File: config.mk
export PLATFORM = sky130hd
export DESIGN_NAME = regfile_2r1w
export DESIGN_NICKNAME = d
export VERILOG_FILES = /design/src/rtl/regfile_2r1w.sv
export SDC_FILE = /design/constraint.sdc
export NUM_CORES = 2
export LEC_CHECK = 0
export ABC_AREA = 0
export CAP_MARGIN = 10
export CORE_MARGIN = 3
export CORE_UTILIZATION = 57
export CTS_CLUSTER_SIZE = 16
export DETAILED_ROUTE_END_ITERATION = 10
export HOLD_SLACK_MARGIN = 0.02
export PLACE_DENSITY = 0.77
export SYNTH_ARGS = -nofsm -noshare
export SYNTH_HDL_FRONTEND = slang
export SYNTH_SLANG_ARGS = --single-unit
File: constraint.sdc
create_clock -name clk -period 1.8 [get_ports clk]
set_clock_uncertainty 0.1 [all_clocks]
set_input_delay 0.18 -clock clk [delete_from_list [all_inputs] [get_ports clk]]
set_output_delay 0.18 -clock clk [all_outputs]
set_load 0.01 [all_outputs]
File: src/rtl/regfile_2r1w.sv
// WIDTH x DEPTH register file with one write port and two registered read ports with write bypass.
// Optional: define REGFILE_ZERO_REG_EN to hardwire register DEPTH-1 to zero.
module regfile_2r1w #(
  parameter  int WIDTH  = 64,
  parameter  int DEPTH  = 32,
  localparam int ADDR_W = $clog2(DEPTH)
) (
  input  logic              clk,
  input  logic              reset_n,
  input  logic              wr_en,
  input  logic [ADDR_W-1:0] wr_addr,
  input  logic [WIDTH-1:0]  wr_data,
  input  logic              rd_en,
  input  logic [ADDR_W-1:0] rd_addr_a,
  input  logic [ADDR_W-1:0] rd_addr_b,
  output logic [WIDTH-1:0]  rd_data_a,
  output logic [WIDTH-1:0]  rd_data_b,
  output logic              rd_valid
);

`ifdef REGFILE_ZERO_REG_EN
  localparam bit ZERO_REG = 1'b1;
`else
  localparam bit ZERO_REG = 1'b0;
`endif

  // Address splits into a low field (entry within group) and a high field (group).
  localparam int LO_W   = (ADDR_W > 1) ? ADDR_W / 2 : 1;
  localparam int HI_RAW = ADDR_W - LO_W;
  localparam int HI_W   = (HI_RAW > 0) ? HI_RAW : 1;
  localparam int GRP    = 1 << LO_W;
  localparam int NGRP   = 1 << HI_W;
  localparam logic [ADDR_W:0]   DEPTH_L = (ADDR_W + 1)'(DEPTH);
  localparam logic [ADDR_W-1:0] ZREG    = ADDR_W'(DEPTH - 1);

  logic [WIDTH-1:0]  r_mem [DEPTH];
  logic [WIDTH-1:0]  r_rd_a;
  logic [WIDTH-1:0]  r_rd_b;
  logic              r_valid;

  logic              w_wr_ok;
  logic [DEPTH-1:0]  w_we;
  logic [WIDTH-1:0]  w_cell  [NGRP][GRP];
  logic [WIDTH-1:0]  w_grp_a [NGRP];
  logic [WIDTH-1:0]  w_grp_b [NGRP];
  logic [LO_W-1:0]   w_lo_a;
  logic [LO_W-1:0]   w_lo_b;
  logic [HI_W-1:0]   w_hi_a;
  logic [HI_W-1:0]   w_hi_b;
  logic [WIDTH-1:0]  w_mux_a;
  logic [WIDTH-1:0]  w_mux_b;
  logic              w_byp_a;
  logic              w_byp_b;

  assign w_wr_ok = wr_en && ({1'b0, wr_addr} < DEPTH_L) && !(ZERO_REG && (wr_addr == ZREG));

  genvar gi, gk;
  generate
    for (gi = 0; gi < DEPTH; gi++) begin : g_we
      assign w_we[gi] = w_wr_ok && (wr_addr == ADDR_W'(gi));
    end

    // Cells past DEPTH are tied to zero, which makes out-of-range reads return 0.
    for (gi = 0; gi < NGRP; gi++) begin : g_row
      for (gk = 0; gk < GRP; gk++) begin : g_col
        if (gi * GRP + gk < DEPTH) begin : g_live
          assign w_cell[gi][gk] = r_mem[gi * GRP + gk];
        end else begin : g_pad
          assign w_cell[gi][gk] = '0;
        end
      end
    end

    for (gi = 0; gi < NGRP; gi++) begin : g_grp
      assign w_grp_a[gi] = w_cell[gi][w_lo_a];
      assign w_grp_b[gi] = w_cell[gi][w_lo_b];
    end
  endgenerate

  assign w_lo_a  = LO_W'(rd_addr_a);
  assign w_lo_b  = LO_W'(rd_addr_b);
  assign w_hi_a  = HI_W'(rd_addr_a >> LO_W);
  assign w_hi_b  = HI_W'(rd_addr_b >> LO_W);
  assign w_mux_a = w_grp_a[w_hi_a];
  assign w_mux_b = w_grp_b[w_hi_b];

  // w_wr_ok already excludes out-of-range and zero-register writes from forwarding.
  assign w_byp_a = w_wr_ok && (wr_addr == rd_addr_a);
  assign w_byp_b = w_wr_ok && (wr_addr == rd_addr_b);

  always_ff @(posedge clk or negedge reset_n) begin
    if (!reset_n) begin
      for (int i = 0; i < DEPTH; i++) r_mem[i] <= '0;
    end else begin
      for (int i = 0; i < DEPTH; i++) begin
        if (w_we[i]) r_mem[i] <= wr_data;
      end
    end
  end

  always_ff @(posedge clk or negedge reset_n) begin
    if (!reset_n) begin
      r_rd_a  <= '0;
      r_rd_b  <= '0;
      r_valid <= 1'b0;
    end else begin
      r_valid <= rd_en;
      if (rd_en) begin
        r_rd_a <= w_byp_a ? wr_data : w_mux_a;
        r_rd_b <= w_byp_b ? wr_data : w_mux_b;
      end
    end
  end

  assign rd_data_a = r_rd_a;
  assign rd_data_b = r_rd_b;
  assign rd_valid  = r_valid;

endmodule

# Word level (Yosys, flattened, before mapping)
# Cells that the tools add are included.
[classes]
n_addsub = 0
multipliers = 0
div = 0
magnitude_cmp = 4
n_eq_ne = 33
shifts = 0
n_mux = 56
n_bitwise = 4
n_reduce_logical = 35
[ops]
columns = ["operator", "count"]
rows = [
  ["two-way mux 64 bit", 38],
  ["binary-select mux 64 bit (select 2 bit)", 16],
  ["binary-select mux 64 bit (select 3 bit)", 2],
  ["== test 5 bit, second input constant", 16],
  ["== test 5 x 4 -> 1 bit, second input constant", 8],
  ["logical AND 1 bit", 34],
  ["== test 5 x 3 -> 1 bit, second input constant", 4],
  ["== test 5 x 2 -> 1 bit, second input constant", 2],
  ["== test 5 bit", 2],
  [">= comparator 4 bit, second input constant", 2],
  ["inverter 3 -> 4 bit", 2],
  [">= comparator 3 bit, second input constant", 2],
  ["inverter 2 -> 3 bit", 2],
  ["== test 5 x 1 -> 1 bit, second input constant", 1],
  ["zero test 5 bit", 1],
]
[totals]
register_bits = 2177
latch_bits = 0
mem_bits_rw = 0
mem_bits_ro = 0
inputBits = 83
out_inout_bits = 129
wordCells = 167
n_memories = 0

# Logic depth before layout (Yosys ltp)
[logic_depth]
word_depth = 8
mapped_depth = 10
ltp_nobuf = 5

# Worst setup path after synthesis
# Ideal clock, no wire load.
[synth_path]
kind = "input port to flip-flop"
from = "in rd_addr_b[1]"
to = "reg r_rd_b[0] (netlist: rd_data_b[0])"
setup_time_ps = 128
arrival_time_ps = 2040
required_time_ps = 1572
slack_ps = -467
path_stages = 9
n_path_buf = 4
cell_sequence = "buf_4 buf_2 buf_2 clkbuf_1 mux4_2 a22oi_1 nand2_1 a222oi_1 nand2_1"
[synth_via]
elab_chain_cells = 8
elab_cells_between_ends = 31
classes_between = "eq/ne: 1; mux: 28; bitwise: 1; reduce/logical: 1"
[synth_lines]
columns = ["element", "line", "rtl"]
rows = [
  ["start, declared", "15", "input logic [ADDR_W-1:0] rd_addr_b,"],
  ["inverter 2 -> 3 bit (implied by the code)", "76", "assign w_grp_b[gi] = w_cell[gi][w_lo_b];"],
  ["binary-select mux 64 bit (select 2 bit)", "76", ""],
  ["two-way mux 64 bit (implied by the code) (2 in a row)", "76", ""],
  ["binary-select mux 64 bit (select 3 bit)", "85", "assign w_mux_b = w_grp_b[w_hi_b];"],
  ["two-way mux 64 bit (implied by the code) (2 in a row)", "85", ""],
  ["two-way mux 64 bit *", "110", "r_rd_b <= w_byp_b ? wr_data : w_mux_b;"],
  ["end signal, assigned", "110", ""],
  ["end, declared", "38", "logic [WIDTH-1:0] r_rd_b;"],
]
# Every way passes the cells marked *; elsewhere a longest branch is shown, timed or not. The select of a mux whose other input is x is not followed.
# A chain may end at the register's enable or synchronous reset.

# Worst setup path in the final report
[layout_path]
from = "reg r_mem[1348] (netlist bit)"
to = "reg r_rd_b[4] (netlist: rd_data_b[4])"
[layout_via]
elab_chain_cells = 7
[layout_lines]
columns = ["element", "line", "rtl"]
rows = [
  ["start, declared", "36", "logic [WIDTH-1:0] r_mem [DEPTH];"],
  ["start signal, assigned by index", "96", "if (w_we[i]) r_mem[i] <= wr_data;"],
  ["binary-select mux 64 bit (select 2 bit)", "76", ""],
  ["two-way mux 64 bit (implied by the code) (2 in a row)", "76", ""],
  ["binary-select mux 64 bit (select 3 bit)", "85", ""],
  ["two-way mux 64 bit (implied by the code) (2 in a row)", "85", ""],
  ["two-way mux 64 bit", "110", ""],
]
# No other way between the ends. The select of a mux whose other input is x is not followed.

==> results.md <==
- The launching point of the worst reg2reg path is r_mem[1348].
- Global routing used between 30% and 40% of the available tracks.
- The flow ran to the end, but the final reports show violations.
- The initial cell density of the core is 57.67%.
- The time the worst path needs with I/O delays and setup is 2112 ps.
- In the synthesized netlist, the cells that appear most often are 2177 x sky130_fd_sc_hd__dfrtp_1, 2044 x sky130_fd_sc_hd__mux2_2, 1096 x sky130_fd_sc_hd__mux4_2.
- The count of boundary I/O pins is 212.
- The final critical-path share of the clock period is 117.3%.
- Counting flops and latches in the post-synthesis netlist gives 2177.
- The detailed-router iteration count before antenna repair is 7.
- In the final timing run, aggregate negative setup slack is -4480 ps.
- The capturing point of the worst reg2reg path is rd_data_b[4].
- The core region area is between 150000 and 200000 sq um.
- The maximum net fanout on the critical path is 2.
- The root cell of the clock tree is sky130_fd_sc_hd__clkbuf_16.
- Counting every instance in the synthesized netlist gives 7299.
- The residual antenna-violating net count after detailed routing is 0.
- Counting cells, the worst reg-to-reg path comes to 5.
- Across all register-to-register paths, the minimum setup slack is -310 ps.
- For this design the static power due to leakage is 0.06072 uW.
- Of the post-synthesis cell area, the dominant cell type holds 48.20%.
- The final-report setup violation count is 59.
- The signal arrival time at the worst endpoint is 2770 ps.
- The setup path with the least slack is of type reg -> reg.
- The max-slew violation count is 0.
- The number of enable-type register cells in the synthesized netlist is 0.
- Entering global routing, the biggest net connects about 110 pins.
- The minimum hold slack is ~62 ps.
- The internal power of the cells totals 108400 uW.
- At the end of routability-driven placement, the weighted congestion stood at 0.9295.
- In this run the horizontal extent of the chip is 451.3 um.
- For this run the aggregate overflow at the end of global routing stands at 0.
- Combinational logic is responsible for 22.7% of the overall power.
- The number of global-route vias before repair is 83360.
- Detailed placement finished with a half-perimeter wire length of 256200 um.
- By instance count, the leading cell after synthesis is sky130_fd_sc_hd__dfrtp_1.
- After the last flow step, the layout net total stands at 8320.
- Once routing completed, OpenROAD measured the worst setup slack at -312.2 ps.
- The number of CTS-inserted buffers is 223.
- The net count after synthesis is 7382.
- TritonCTS built the clock tree.
- In the final routed layout, each cell accounts on average for 34.94 um.
- The share of final-layout standard cells stronger than drive strength 1 is 61.82%.
- The utilization after layout is between 70% and 80%.
- Setup repair after global routing could not meet its margin everywhere.
- The final-layout fill cell count is about 12000.
- The endpoint required time on the critical path is 2450 ps.
- Sequential cells burn around 44% of the power.
- The first global-routing pass estimated 567700 um of wire.
- In this run the tool buffered the top-level ports with between 200 and 250 buffer cells.
- The placement row count is 162.
- Derived from the worst setup path, the maximum achievable clock frequency is 473.4 MHz.
- The count of unique library cells instantiated by Yosys is 57.
- The post-synthesis area per instance is 15.49 sq um.
- The final reports fail on negative setup slack.
- The net switching power is about 42000 uW.
- The endpoint with the worst hold slack is rd_data_a[39].
- The clock transition at the register clock pins on the worst setup and hold paths after CTS is 60 ps.
- The biggest area contributor in the post-synthesis netlist is sky130_fd_sc_hd__dfrtp_1.
- The floorplan step defined a die boundary enclosing a little over 200000 sq um.
- For this block, the initial DRC count from the detailed router was 9799.
- The worst setup path is captured at a register.
- The max-capacitance violation count is 0.
- The hold path depth is 3.
- The proportion of register bits with asynchronous set or reset after synthesis is 100.0%.
- STA classifies the critical path startpoint as a register.
- The source-to-sink clock delay at the later pin of the worst-skew pair is 890 ps.
- At the pin with the least slew margin, the transition time is 797.2 ps.
- The start point of the worst hold path is wr_data[39].
- By area the synthesized netlist is led by sky130_fd_sc_hd__dfrtp_1 48%, sky130_fd_sc_hd__mux4_2 22%, sky130_fd_sc_hd__mux2_2 20%, sky130_fd_sc_hd__nand2_1 1.4%, sky130_fd_sc_hd__clkbuf_1 1.3%.
- The hold violation count in the final report is 0.
- Of the total power, the share spent switching nets is between 20 and 30%.
- In this run the worst hold path is classified as in -> reg.
- Across the VDD grid, the largest voltage drop is 0.001178 V.
- Counting every sink on the clock net gives between 2000 and 2500.
- The worst-case headroom to the max-slew limit is 46.68%.
- In this run the power density over the cells is around 1100 nW/um^2.
- After synthesis, flip-flops and latches occupy about 48% of the total area.
- In this run the number of H-tree levels came out at 4.
- The via total after detailed routing is 79460.
- After synthesis the cells add up to 113000 sq um.
- The number of instances in the placed design is 10530.
- The clock network burns 33.0% of the power.
- The initial antenna violation count is 6.
- In the routed design, unresolved DRC markers number 0.
- The routed via count divided by cell count is 7.189.
- Yosys printed 0 warnings.
- The chip height is 451.3 um.
- The final cell count without fillers is 11050.
- The longest clock path from root to sink contains 3 buffers.
- The total wirelength of the detailed-routed design is 386200 um.
- The synthesis-to-layout area growth is 22.47%.
- The total chip power is ~150000 uW.
- The most frequently used flop master after synthesis is sky130_fd_sc_hd__dfrtp_1.
==> flip-flops by register name, indices dropped and copies added, names as in the netlist <==
name / flops
r_mem: 2048
rd_valid: 1
rd_data_b: 64
rd_data_a: 64
==> final cells by class <==
class                      instances  area [sq um]  share of cell area (%)
multi-input combinational       4330         56270                   40.65
sequential                      2177         54530                   39.39
timing repair buffer            1496         16420                   11.86
clock buffer                     325          6655                   4.808
tap                             2624          3283                   2.372
clock inverter                    87          1215                  0.8777
inverter                           9         48.80                 0.03525
antenna                            6         15.01                 0.01085
==> cells in the final DEF, fill, tap and decap left out, drive strengths merged, types with 6 or more instances in the layout <==
| cell type | count |
|---|---|
| dfrtp | 2177 |
| mux2 | 2053 |
| buf | 1404 |
| mux4 | 1096 |
| nand2 | 426 |
| clkbuf | 327 |
| a22oi | 182 |
| nand3 | 80 |
| clkdlybuf4s50 | 69 |
| a222oi | 63 |
| mux2i | 55 |
| clkinv | 52 |
| o211ai | 45 |
| nor2 | 42 |
| o22ai | 37 |
| o21ai | 35 |
| a21oi | 26 |
| bufinv | 22 |
| nor2b | 21 |
| a221o | 19 |
| nor3 | 19 |
| a221oi | 17 |
| dlygate4sd3 | 14 |
| a22o | 14 |
| inv | 14 |
| a211oi | 13 |
| a2111oi | 12 |
| clkinvlp | 8 |
| nand2b | 8 |
| xnor2 | 7 |
| diode | 6 |
| o221ai | 6 |
| and3 | 6 |
==> metal layers <==
metal / routed length [um] / share of wire [%] / up-vias / GRT usage (%)
met3: 41930 / 11 / 1567 / 10.01
met5: 27 / 0.0070 / - / 0
li1: - / - / 30350 / -
met4: 30530 / 7.9 / 4 / 24.33
met2: 178000 / 46 / 5419 / 57.67
met1: 135800 / 35 / 42120 / 48.77
==> per-stage QoR <==
step | setup WS (ps) | instance area, sq um
6_report | -312.2 | 138400
5_1_grt | -314.8 | 138400
4_1_cts | -286.5 | 137600
3_5_place_dp | -1346 | 128900
3_3_place_gp | -1453 | 128900
2_1_floorplan | -221.5 | 114200
==> critical path, cell delays in order (launching register included) <==
cell	delay (ps)
sky130_fd_sc_hd__dfrtp_1	390
sky130_fd_sc_hd__mux4_2	480
sky130_fd_sc_hd__mux4_2	530
sky130_fd_sc_hd__nor2_4	140
sky130_fd_sc_hd__nor4_4	80
sky130_fd_sc_hd__a221o_1	270
==> what timing repair did <==
action                                  in CTS  in global routing
setup buffers                               70                 33
endpoints found under the hold margin     2193                  0
pin swaps                                   92                125
endpoints found under the setup margin     265                248
resized for setup                          702                124
hold buffers                                14                  0
gates cloned                                 0                  0
==> how the worst max path moves through the flow <==
stage	startpoint	depth (start not counted)	slack (ps)	endpoint
floorplan	rd_addr_b[0]	8	-220	rd_data_b[14]
global placement	wr_addr[0]	9	-1450	rd_data_b[12]
detailed placement	wr_addr[0]	9	-1350	rd_data_b[12]
CTS	r_mem[260]	5	-290	rd_data_b[4]
global route	r_mem[1348]	5	-310	rd_data_b[4]
finish	r_mem[1348]	5	-310	rd_data_b[4]
==> power by group through the flow <==
| stage | logic [uW] | clock network, uW | registers (uW) |
|---|---|---|---|
| final | 34100 | 49500 | 66500 |
| after global routing | 36100 | 51700 | 67400 |
| after CTS | 33300 | 49700 | 66000 |
| after detailed placement | 32600 | 0 | 66700 |
| after global placement | 31400 | 0 | 65700 |
| after floorplan | 22000 | 0 | 64000 |
==> logic make-up (layout without fill, tap and decap cells) <==
group	Yosys count	after routing	synth area share (%)
xor gates and xnor gates	10	10	0.07749
AOI/OAI and AO/OA	485	485	3.301
DFF	2177	2177	48.20
muxes	3204	3204	42.78
other	0	6	0
buffers and inverters	792	1917	3.239
and+or+nand+nor	631	631	2.410
(Power assumes the default switching activity.)
